## src/rtl/msx_slot_initiator_if.sv

```systemverilog
// msx_slot_initiator_if
//
// Purpose: the internal single-beat request/response handshake between a
// requester (host logic or a bench) and the MSX slot I/O initiator.
//
// Signals:
//   bus_address   requester -> initiator  target I/O port
//   bus_write     requester -> initiator  1 = OUT cycle, 0 = IN cycle
//   bus_valid     requester -> initiator  request present
//   bus_wdata     requester -> initiator  write data
//   bus_ready     initiator -> requester  request accepted when valid && ready
//   bus_rdata     initiator -> requester  read data, held until next read completes
//   bus_rdata_en  initiator -> requester  one-clock pulse when a read finishes
//   bus_timeout   initiator -> requester  one-clock pulse when WAIT aborted a cycle
//
// Modports: master = requester side, slave = initiator side.

interface msx_slot_initiator_if;
    logic [7:0] bus_address;
    logic       bus_write;
    logic       bus_valid;
    logic       bus_ready;
    logic [7:0] bus_wdata;
    logic [7:0] bus_rdata;
    logic       bus_rdata_en;
    logic       bus_timeout;

    modport master (
        output bus_address, bus_write, bus_valid, bus_wdata,
        input  bus_ready, bus_rdata, bus_rdata_en, bus_timeout
    );

    modport slave (
        input  bus_address, bus_write, bus_valid, bus_wdata,
        output bus_ready, bus_rdata, bus_rdata_en, bus_timeout
    );
endinterface

```

## src/rtl/msx_slot_initiator.sv

```systemverilog
// msx_slot_initiator
//
// Purpose: bus master for MSX cartridge-slot I/O cycles. Each accepted request
// becomes one Z80-like IORQ cycle: address/data setup, IORQ+RD or IORQ+WR low
// for a minimum active time (stretched by the slot WAIT line), then a hold
// phase with the strobes released. Read data is returned on the bus side.
//
// Ports:
//   clk             clk42m, single clock
//   reset           synchronous, active-high
//   bus             request handshake (slave modport of msx_slot_initiator_if)
//   p_slot_address  slot A[7:0]
//   p_slot_ioreq_n  IORQ strobe, active low
//   p_slot_rd_n     RD strobe, active low
//   p_slot_wr_n     WR strobe, active low
//   p_slot_data_o   data driven to the slot
//   p_slot_data_oe  1 = drive p_slot_data_o
//   p_slot_data_i   data from the slot
//   p_slot_wait     responder WAIT, active high, asynchronous

module msx_slot_initiator #(
    parameter int SETUP_CYCLES  = 6,
    parameter int ACTIVE_CYCLES = 24,
    parameter int HOLD_CYCLES   = 6,
    parameter int WAIT_LIMIT    = 4095
) (
    input  logic                 clk,
    input  logic                 reset,
    msx_slot_initiator_if.slave  bus,
    output logic [7:0]           p_slot_address,
    output logic                 p_slot_ioreq_n,
    output logic                 p_slot_rd_n,
    output logic                 p_slot_wr_n,
    output logic [7:0]           p_slot_data_o,
    output logic                 p_slot_data_oe,
    input  logic [7:0]           p_slot_data_i,
    input  logic                 p_slot_wait
);

    typedef enum logic [2:0] {
        ST_IDLE,
        ST_SETUP,
        ST_ACTIVE,
        ST_WAIT,
        ST_HOLD
    } state_t;

    localparam logic [7:0]  SETUP_LOAD  = 8'(SETUP_CYCLES - 1);
    localparam logic [7:0]  ACTIVE_LOAD = 8'(ACTIVE_CYCLES - 1);
    localparam logic [7:0]  HOLD_LOAD   = 8'(HOLD_CYCLES - 1);
    localparam logic [11:0] WAIT_LAST   = 12'(WAIT_LIMIT - 1);

    state_t      state, state_nxt;
    logic [7:0]  phase_cnt, phase_nxt;
    logic [11:0] wait_cnt, wait_nxt;
    logic        write_q, write_nxt;
    logic [7:0]  addr_nxt, data_nxt;
    logic        oe_nxt;
    logic        strobe_nxt;
    logic [7:0]  rdata_q, rdata_nxt;
    logic        rdata_en_q, rdata_en_nxt;
    logic        timeout_q, timeout_nxt;
    logic        wait_meta, wait_s;

    // Ready is combinational on state so a new request is taken in the very
    // clock the initiator returns to IDLE; it is masked while reset is high.
    assign bus.bus_ready    = (state == ST_IDLE) && !reset;
    assign bus.bus_rdata    = rdata_q;
    assign bus.bus_rdata_en = rdata_en_q;
    assign bus.bus_timeout  = timeout_q;

    // WAIT comes from the slot asynchronously; two flops bring it into the
    // clk42m domain and only the second flop is ever looked at.
    always_ff @(posedge clk) begin
        if (reset) begin
            wait_meta <= 1'b0;
            wait_s    <= 1'b0;
        end else begin
            wait_meta <= p_slot_wait;
            wait_s    <= wait_meta;
        end
    end

    // Next-state and next-output logic. Every slot output is computed here as
    // the value it should take after the coming edge, so the register block
    // below can keep all slot pins and bus results registered.
    always_comb begin
        state_nxt    = state;
        phase_nxt    = phase_cnt;
        wait_nxt     = wait_cnt;
        write_nxt    = write_q;
        addr_nxt     = p_slot_address;
        data_nxt     = p_slot_data_o;
        oe_nxt       = p_slot_data_oe;
        strobe_nxt   = 1'b0;
        rdata_nxt    = rdata_q;
        rdata_en_nxt = 1'b0;
        timeout_nxt  = 1'b0;

        case (state)
            ST_IDLE: begin
                if (bus.bus_valid) begin
                    state_nxt = ST_SETUP;
                    phase_nxt = SETUP_LOAD;
                    write_nxt = bus.bus_write;
                    addr_nxt  = bus.bus_address;
                    data_nxt  = bus.bus_wdata;
                    oe_nxt    = bus.bus_write;
                end
            end
            ST_SETUP: begin
                if (phase_cnt == 8'd0) begin
                    state_nxt  = ST_ACTIVE;
                    phase_nxt  = ACTIVE_LOAD;
                    strobe_nxt = 1'b1;
                end else begin
                    phase_nxt = phase_cnt - 8'd1;
                end
            end
            ST_ACTIVE: begin
                strobe_nxt = 1'b1;
                if (phase_cnt == 8'd0) begin
                    if (wait_s) begin
                        state_nxt = ST_WAIT;
                        wait_nxt  = 12'd0;
                    end else begin
                        strobe_nxt = 1'b0;
                        state_nxt  = ST_HOLD;
                        phase_nxt  = HOLD_LOAD;
                        if (!write_q) begin
                            rdata_nxt = p_slot_data_i;
                        end
                    end
                end else begin
                    phase_nxt = phase_cnt - 8'd1;
                end
            end
            ST_WAIT: begin
                strobe_nxt = 1'b1;
                if (!wait_s) begin
                    strobe_nxt = 1'b0;
                    state_nxt  = ST_HOLD;
                    phase_nxt  = HOLD_LOAD;
                    if (!write_q) begin
                        rdata_nxt = p_slot_data_i;
                    end
                end else if (wait_cnt == WAIT_LAST) begin
                    // Responder never released WAIT: give up, report 0xFF
                    // for a read the way an open bus would read.
                    strobe_nxt  = 1'b0;
                    state_nxt   = ST_HOLD;
                    phase_nxt   = HOLD_LOAD;
                    timeout_nxt = 1'b1;
                    if (!write_q) begin
                        rdata_nxt = 8'hFF;
                    end
                end else begin
                    wait_nxt = wait_cnt + 12'd1;
                end
            end
            ST_HOLD: begin
                if (phase_cnt == 8'd0) begin
                    state_nxt    = ST_IDLE;
                    oe_nxt       = 1'b0;
                    rdata_en_nxt = !write_q;
                end else begin
                    phase_nxt = phase_cnt - 8'd1;
                end
            end
            default: begin
                state_nxt = ST_IDLE;
            end
        endcase
    end

    // State, counters and every registered output. RD and WR are both derived
    // from the single strobe flag and the latched direction, so they can
    // never be low together and never low outside ACTIVE/WAIT.
    always_ff @(posedge clk) begin
        if (reset) begin
            state          <= ST_IDLE;
            phase_cnt      <= 8'd0;
            wait_cnt       <= 12'd0;
            write_q        <= 1'b0;
            p_slot_address <= 8'd0;
            p_slot_data_o  <= 8'd0;
            p_slot_data_oe <= 1'b0;
            p_slot_ioreq_n <= 1'b1;
            p_slot_rd_n    <= 1'b1;
            p_slot_wr_n    <= 1'b1;
            rdata_q        <= 8'hFF;
            rdata_en_q     <= 1'b0;
            timeout_q      <= 1'b0;
        end else begin
            state          <= state_nxt;
            phase_cnt      <= phase_nxt;
            wait_cnt       <= wait_nxt;
            write_q        <= write_nxt;
            p_slot_address <= addr_nxt;
            p_slot_data_o  <= data_nxt;
            p_slot_data_oe <= oe_nxt;
            p_slot_ioreq_n <= !strobe_nxt;
            p_slot_rd_n    <= !(strobe_nxt && !write_nxt);
            p_slot_wr_n    <= !(strobe_nxt && write_nxt);
            rdata_q        <= rdata_nxt;
            rdata_en_q     <= rdata_en_nxt;
            timeout_q      <= timeout_nxt;
        end
    end

endmodule

```

## src/flat_wrapper.sv

```systemverilog
// flat-port wrapper written by rule: the top's interface ports become plain ports
module msx_slot_initiator_flat 
#(
    parameter int SETUP_CYCLES  = 6,
    parameter int ACTIVE_CYCLES = 24,
    parameter int HOLD_CYCLES   = 6,
    parameter int WAIT_LIMIT    = 4095
)
  (clk, reset, p_slot_address, p_slot_ioreq_n, p_slot_rd_n, p_slot_wr_n, p_slot_data_o, p_slot_data_oe, p_slot_data_i, p_slot_wait, bus_bus_address, bus_bus_write, bus_bus_valid, bus_bus_wdata, bus_bus_ready, bus_bus_rdata, bus_bus_rdata_en, bus_bus_timeout);
  msx_slot_initiator_if bus_i ();
  input  logic clk;
  input  logic reset;
  output logic [7:0] p_slot_address;
  output logic p_slot_ioreq_n;
  output logic p_slot_rd_n;
  output logic p_slot_wr_n;
  output logic [7:0] p_slot_data_o;
  output logic p_slot_data_oe;
  input  logic [7:0] p_slot_data_i;
  input  logic p_slot_wait;
  input wire logic [$bits(bus_i.bus_address)-1:0] bus_bus_address;
  input wire logic [$bits(bus_i.bus_write)-1:0] bus_bus_write;
  input wire logic [$bits(bus_i.bus_valid)-1:0] bus_bus_valid;
  input wire logic [$bits(bus_i.bus_wdata)-1:0] bus_bus_wdata;
  output wire logic [$bits(bus_i.bus_ready)-1:0] bus_bus_ready;
  output wire logic [$bits(bus_i.bus_rdata)-1:0] bus_bus_rdata;
  output wire logic [$bits(bus_i.bus_rdata_en)-1:0] bus_bus_rdata_en;
  output wire logic [$bits(bus_i.bus_timeout)-1:0] bus_bus_timeout;
  assign bus_i.bus_address = bus_bus_address;
  assign bus_i.bus_write = bus_bus_write;
  assign bus_i.bus_valid = bus_bus_valid;
  assign bus_i.bus_wdata = bus_bus_wdata;
  assign bus_bus_ready = bus_i.bus_ready;
  assign bus_bus_rdata = bus_i.bus_rdata;
  assign bus_bus_rdata_en = bus_i.bus_rdata_en;
  assign bus_bus_timeout = bus_i.bus_timeout;
  msx_slot_initiator #(.SETUP_CYCLES(SETUP_CYCLES), .ACTIVE_CYCLES(ACTIVE_CYCLES), .HOLD_CYCLES(HOLD_CYCLES), .WAIT_LIMIT(WAIT_LIMIT)) u_core (.clk(clk), .reset(reset), .bus(bus_i), .p_slot_address(p_slot_address), .p_slot_ioreq_n(p_slot_ioreq_n), .p_slot_rd_n(p_slot_rd_n), .p_slot_wr_n(p_slot_wr_n), .p_slot_data_o(p_slot_data_o), .p_slot_data_oe(p_slot_data_oe), .p_slot_data_i(p_slot_data_i), .p_slot_wait(p_slot_wait));
endmodule
```

## config.mk

```make
export PLATFORM = sky130hd
export DESIGN_NAME = msx_slot_initiator_flat
export DESIGN_NICKNAME = d
export VERILOG_FILES = /design/src/rtl/msx_slot_initiator_if.sv /design/src/rtl/msx_slot_initiator.sv /design/src/flat_wrapper.sv
export SDC_FILE = /design/constraint.sdc
export NUM_CORES = 1
export LEC_CHECK = 0
export ABC_AREA = 1
export CELL_PAD_IN_SITES_DETAIL_PLACEMENT = 1
export CELL_PAD_IN_SITES_GLOBAL_PLACEMENT = 2
export CORE_MARGIN = 4
export CORE_UTILIZATION = 25
export DETAILED_ROUTE_END_ITERATION = 10
export MAX_ROUTING_LAYER = met4
export PLACE_DENSITY = 0.73
export SLEW_MARGIN = 20
export SYNTH_ARGS = -nofsm -noshare
export SYNTH_HDL_FRONTEND = slang
export SYNTH_SLANG_ARGS = --single-unit
```

## constraint.sdc

```tcl
create_clock -name clk -period 1.4 [get_ports clk]
set_input_delay 0.21 -clock clk [delete_from_list [all_inputs] [get_ports clk]]
set_output_delay 0.21 -clock clk [all_outputs]
set_load 0.02 [all_outputs]
```

==> results.tsv, run 1 <==
metric	value	unit
Setup crit start kind	flip-flop	
CTS tree	built	
clock share of power	15.8	%
final net count	572	
Detail Route met3 WL	219	um
Syn-to-layout area delta	65.6	%
Flop pwr share	26.7	%
synth warn	0	
crit path buf inv count	4	
Hold Path Class	flip-flop to flip-flop	
syn_area_per_cell	7.21	um^2
post-route minimum period	1.55	ns
final setup margin	-0.151	ns
Sw Ratio	42.8	%
Leak Pwr	0.00204	uW
Pint	4780	uW
layout cells sized above 1	40.1	%
Worst-path clk slew	0.08	ns
Yosys cell types	32	
vias per cell	4.60	
Pwr per Cell Area	1740	nW/um^2
Worst-Margin Slew	0.308	ns
final setup vio count	36	
setup TNS	-3.52	ns
Worst EP arrival	1.74	ns
dpl hpwl	7.01	mm
Hold Vio Cnt, Final	0	
PortBufs	59	
post-route ant nets	0	
number of cell rows	39	
First-pass DRT Iterations	4	
hold_ws	0.406	ns
first-pass GRT wire length	15.8	mm
CTS Buf Count	5	
critical path's top delay family	simple AND/OR/NAND/NOR gates	
status	finished with violations	
1st-iter DRT viols	54	
Clock Skew	0.00623	ns
kind of critical path	flip-flop to flip-flop	
Seq cells post-synth	56	
Mapped Area	2900	um^2
initial antenna violation count	0	
sequential share of the synthesized area	38.7	%
sw power	3580	uW
metal1 wirelength	4.37	mm
DRC	0	
Die Area	13400	um^2
H-tree levels	2	
CTS Root Cell	clkbuf_16	
CP cell instances	buf_6 -> inv_4 -> nor2_4 -> nand2_2 -> nor2_4 -> buf_6 -> a21oi_4 -> buf_4 -> nand4_1 -> nand3_2	
die width	116	um
Total GRT Usage	15.3	%
metal2 WL	4.90	mm
number of fill cells in the layout	1352	
vias in the first global route	3351	
top layer in use	met4	
core footprint	11400	um^2
clk sinks	56	
deepest clock path buffer count	2	
die height	116	um
global route overflow	0	
normalized max-slew margin	79.5	%
max cap viols	0	
area of placed instances	4110	um^2
Clk Latency, worst-skew pair	0.31	ns
# IOs	60	
peak supply drop	1.11	mV
gpl congestion	0.780	
hold buffer count at cts	0	
number of diodes	0	
Comb power frac	57.5	%
post-route cell area	4800	um^2
crit-path max FO	4	
slowest stage cell, crit path	dfxtp_2	
effective utilization at floorplan	25.5	%
Peak Freq	645	MHz
Final Max Tran Viols	0	
Max stage delay on crit path	0.37	ns
Post-Place Worst Slack	-0.274	ns
crit path capture type	flip-flop	
failing checks	setup timing	
largest net degree at the start of global routing	24	
RSZ-0062 raised after global routing	yes	
post-synth net total	434	
DRT Wirelength	9.66	mm
overall power	8360	uW
Final period util	111	%
instance count of the mapped netlist	402	
drt wl/cell	14.1	um
worst endpoint required time	1.59	ns
via count	3146	
[logic make-up after synthesis]
| group | share of synthesized area, % |
|---|---|
| and+or+nand+nor | 38.7 |
| AOI/OAI and AO/OA | 10.6 |
| xor gates and xnor gates | 3.02 |
| buffers and inverters | 7.68 |
| adders and majority gates | 1.29 |
| DFF | 38.7 |
[layer usage]
| metal | vias up | global-route usage (%) |
|---|---|---|
| li1 | 1588 | - |
| met1 | 1508 | 18.8 |
| met2 | 37 | 25.5 |
| met3 | 13 | 3.29 |
| met4 | 0 | 3.94 |
| met5 | - | - |
[worst register-to-register path: cells and delay by family (launching register included)]
family	cells	cell delay [ns]
AOI/OAI and AO/OA	1	0.07
buffers and inverters	4	0.44
DFF	1	0.37
and+or+nand+nor	5	0.54
[worst paths after layout]
check,startpoint,endpoint,slack (ns),cells after the start
max reg2reg,u_core.state[1],u_core.bus.bus_rdata[0],-0.15,10
min reg2reg,u_core.wait_meta,u_core.wait_s,0.41,2
min,u_core.wait_meta,u_core.wait_s,0.41,2
max,u_core.state[1],u_core.bus.bus_rdata[0],-0.15,10
[through the flow]
stage	cells	utilization (%)
after global placement	655	36.2
final	684	42.2
after CTS	680	40.3
after global routing	684	42.2
after floorplan	402	-
after detailed placement	655	36.2
[repair_timing]
| item | CTS | global route |
|---|---|---|
| endpoints found under the setup margin | 82 | 55 |
| buffers inserted | 16 | 4 |
| gates cloned | 3 | 0 |
| pin swaps | 37 | 52 |
| resized for setup | 105 | 58 |
[registers in the layout, indices dropped and copies added (netlist names)]
signal,flops
u_core.wait_cnt,12
u_core.bus.bus_rdata,8
u_core.p_slot_address,8
u_core.p_slot_data_o,8
u_core.phase_cnt,8
u_core.state,3
u_core.bus.bus_rdata_en,1
u_core.bus.bus_timeout,1
u_core.p_slot_data_oe,1
u_core.p_slot_ioreq_n,1
u_core.p_slot_rd_n,1
u_core.p_slot_wr_n,1
u_core.wait_meta,1
u_core.wait_s,1
u_core.write_q,1
[synthesized netlist by cell type (all sizes together)]
master / number / share of area, %
o21a: 1 / 0.26
xor2: 7 / 2.1
o31ai: 1 / 0.26
nand2: 94 / 14
nand3b: 1 / 0.26
xnor2: 3 / 0.91
inv: 37 / 4.9
nor2: 73 / 12
o21ai: 27 / 5.0
nand3: 42 / 8.7
clkinv: 1 / 0.13
clkbuf: 6 / 0.78
ha: 3 / 1.3
dfxtp: 56 / 39
nor3: 6 / 1.0
a21oi: 24 / 5.0
and3: 1 / 0.22
nand4: 13 / 2.8
buf: 6 / 1.9
[cells in the final DEF, fill, tap and decap left out, types with 7 or more instances in the layout]
cell type / instances
clkdlybuf4s50_1: 28
nand4_1: 13
nand3_1: 27
dlygate4sd2_1: 30
dfxtp_2: 7
nand2_4: 8
nor2_1: 56
nand2_2: 22
nand3_2: 9
buf_6: 14
a21oi_1: 12
buf_4: 64
a21oi_2: 11
nand2_1: 62
inv_2: 13
xor2_1: 7
o21ai_2: 18
nor2_4: 13
dfxtp_1: 49
inv_1: 18
[final cells by class]
| cell class | count | area, um^2 | share of cell area, % |
|---|---|---|---|
| Tap cell | 143 | 179 | 3.72 |
| Inverter | 38 | 160 | 3.33 |
| Timing Repair Buffer | 141 | 1260 | 26.3 |
| Timing Repair inverter | 1 | 6.26 | 0.130 |
| Sequential cell | 56 | 1130 | 23.5 |
| Multi-Input combinational cell | 297 | 1910 | 39.9 |
| Clock inverter | 3 | 27.5 | 0.573 |
| Clock buffer | 5 | 125 | 2.60 |
[power by group through the flow]
stage	clock network [uW]	registers, uW	logic [uW]
3_3_place_gp	0	2200	3850
5_1_grt	1440	2290	5270
3_5_place_dp	0	2210	3940
4_1_cts	1390	2210	4480
6_report	1320	2230	4810
2_1_floorplan	0	2460	2050
No activity file was read; power rests on OpenSTA's default activity.
==> inputs of run 2 (changes only) <==
--- a/config.mk
+++ b/config.mk
@@ -8,9 +8,10 @@
 export ABC_AREA = 1
 export CELL_PAD_IN_SITES_DETAIL_PLACEMENT = 1
 export CELL_PAD_IN_SITES_GLOBAL_PLACEMENT = 2
-export CORE_MARGIN = 4
+export CORE_MARGIN = 2
 export CORE_UTILIZATION = 25
 export DETAILED_ROUTE_END_ITERATION = 10
+export GPL_TIMING_DRIVEN = 0
 export MAX_ROUTING_LAYER = met4
 export PLACE_DENSITY = 0.73
 export SLEW_MARGIN = 20
==> run 2 against run 1 <==
Die area down 6.8%. Maximum frequency is 0.67% lower. Global-route usage grew 1.0 points. Combinational power is 14% lower. Critical path type unchanged. Critical endpoint is now u_core.state[1]. The run still ends with setup timing left.
==> results.tsv, run 2 (synthesis gave the netlist of run 1 again) <==
metric	value	unit
Worst-Margin Slew	0.379	ns
global route overflow	0	
initial antenna violation count	0	
normalized max-slew margin	74.7	%
Final Max Tran Viols	0	
Hold Vio Cnt, Final	0	
Peak Freq	640	MHz
die width	112	um
peak supply drop	0.899	mV
first-pass GRT wire length	15.9	mm
failing checks	setup timing	
post-route ant nets	0	
largest net degree at the start of global routing	20	
layout cells sized above 1	33.3	%
number of fill cells in the layout	1407	
Setup crit start kind	flip-flop	
clk sinks	56	
post-route minimum period	1.56	ns
CTS Root Cell	clkbuf_16	
Leak Pwr	0.00180	uW
Final period util	112	%
most common cell after layout, fill and taps aside	nand2_1	
1st-iter DRT viols	124	
Total GRT Usage	16.3	%
number of cell rows	39	
deepest clock path buffer count	2	
final net count	526	
status	finished with violations	
worst endpoint required time	1.60	ns
hold buffer count at cts	0	
Pwr per Cell Area	1740	nW/um^2
Hold Path Class	flip-flop to flip-flop	
overall power	7710	uW
worst reg-to-reg path cell count	11	
via count	2939	
PortBufs	59	
Largest register FFs	12	
CTS tree	built	
core footprint	11400	um^2
most frequent cells in the layout	nand2_1 (69), nor2_1 (52), dfxtp_1 (41), nand3_1 (34), dlygate4sd2_1 (30)	
die height	112	um
Clock Skew	0.00520	ns
max cap viols	0	
Hold Path Depth	2	
crit-path max FO	5	
final core occ	38.9	%
First-pass DRT Iterations	4	
Clk Latency, worst-skew pair	0.30	ns
drt wl/cell	14.9	um
RSZ-0062 raised after global routing	yes	
DRC	0	
FF+latch area	1150	um^2
# IOs	60	
DRT Wirelength	9.49	mm
final setup vio count	36	
vias per cell	4.61	
number of diodes	0	
Worst-path clk slew	0.08	ns
vias in the first global route	3094	
Top reg by flops	u_core.wait_cnt	
Die Area	12500	um^2
kind of critical path	flip-flop to flip-flop	
Syn-to-layout area delta	52.7	%
gpl congestion	0.774	
multi-input logic area	1840	um^2
H-tree levels	2	
final setup margin	-0.162	ns
CTS Buf Count	5	
dpl hpwl	6.56	mm
effective utilization at floorplan	25.5	%
Worst EP arrival	1.77	ns
crit path capture type	flip-flop	
==> run 2: cell count changes in the layout (fill, tap and decap cells not counted), sizes merged <==
| cell | change |
|---|---|
| buf | -51 |
| clkbuf | +6 |
| inv | -1 |
==> run 2: final timing paths <==
kind / from / endpoint / slack, ns
min reg2reg: u_core.wait_meta / u_core.wait_s / 0.40
max reg2reg: u_core.phase_cnt[0] / u_core.state[1] / -0.16
max: u_core.phase_cnt[0] / u_core.state[1] / -0.16
min: u_core.wait_meta / u_core.wait_s / 0.40
==> run 2: worst max-delay path: stages (launching register included) <==
cell     delay, ns
dfxtp_2       0.33
inv_2         0.07
ha_4          0.16
nand2_4       0.06
nor2_4        0.09
nand2_4       0.07
buf_6         0.13
o21ai_4       0.20
buf_4         0.15
nand3_2       0.06
nand2_2       0.08
inv_2         0.05
==> run 2: where the power goes <==
part	switching (uW)	total [uW]	internal, uW
sequential	290	2250	1960
clock	658	1340	682
combinational	2420	4120	1700
total	3370	7710	4340
==> run 2: through the flow <==
step	instances	hold WS [ns]	setup TNS, ns	instance area, um^2	setup slack, ns
6_report	638	0.403	-4.57	4430	-0.162
5_1_grt	638	0.434	-9.21	4430	-0.288
4_1_cts	635	0.406	-5.72	4320	-0.190
3_5_place_dp	604	0.395	-13.99	3720	-0.836
3_3_place_gp	604	0.392	-13.17	3720	-0.843
2_1_floorplan	402	0.287	-0.396	2950	-0.0289
==> run 2: layout make-up <==
| type | instances | area share (%) |
|---|---|---|
| Clock buffer | 5 | 2.83 |
| Inverter | 38 | 3.48 |
| Clock inverter | 3 | 0.622 |
| Tap cell | 143 | 4.04 |
| Timing Repair Buffer | 85 | 19.2 |
| Sequential cell | 56 | 26.0 |
| Multi-Input combinational cell | 297 | 41.6 |
| Buffer | 11 | 2.26 |
==> run 2: routing by layer <==
| metal | vias up | routed length (um) | GRT usage, % | share of wire (%) |
|---|---|---|---|---|
| met5 | - | 0 | - | 0 |
| met4 | 0 | 192 | 5.76 | 2.0 |
| met3 | 14 | 276 | 3.27 | 2.9 |
| met2 | 36 | 4560 | 26.3 | 48 |
| met1 | 1397 | 4460 | 20.3 | 47 |
| li1 | 1492 | - | - | - |
==> run 2: repair_timing <==
action	in CTS	in global routing
gates cloned	4	0
buffers inserted	20	4
pin swaps	33	21
resized for setup	129	33
endpoints found under the hold margin	0	0
setup endpoints to repair	83	53
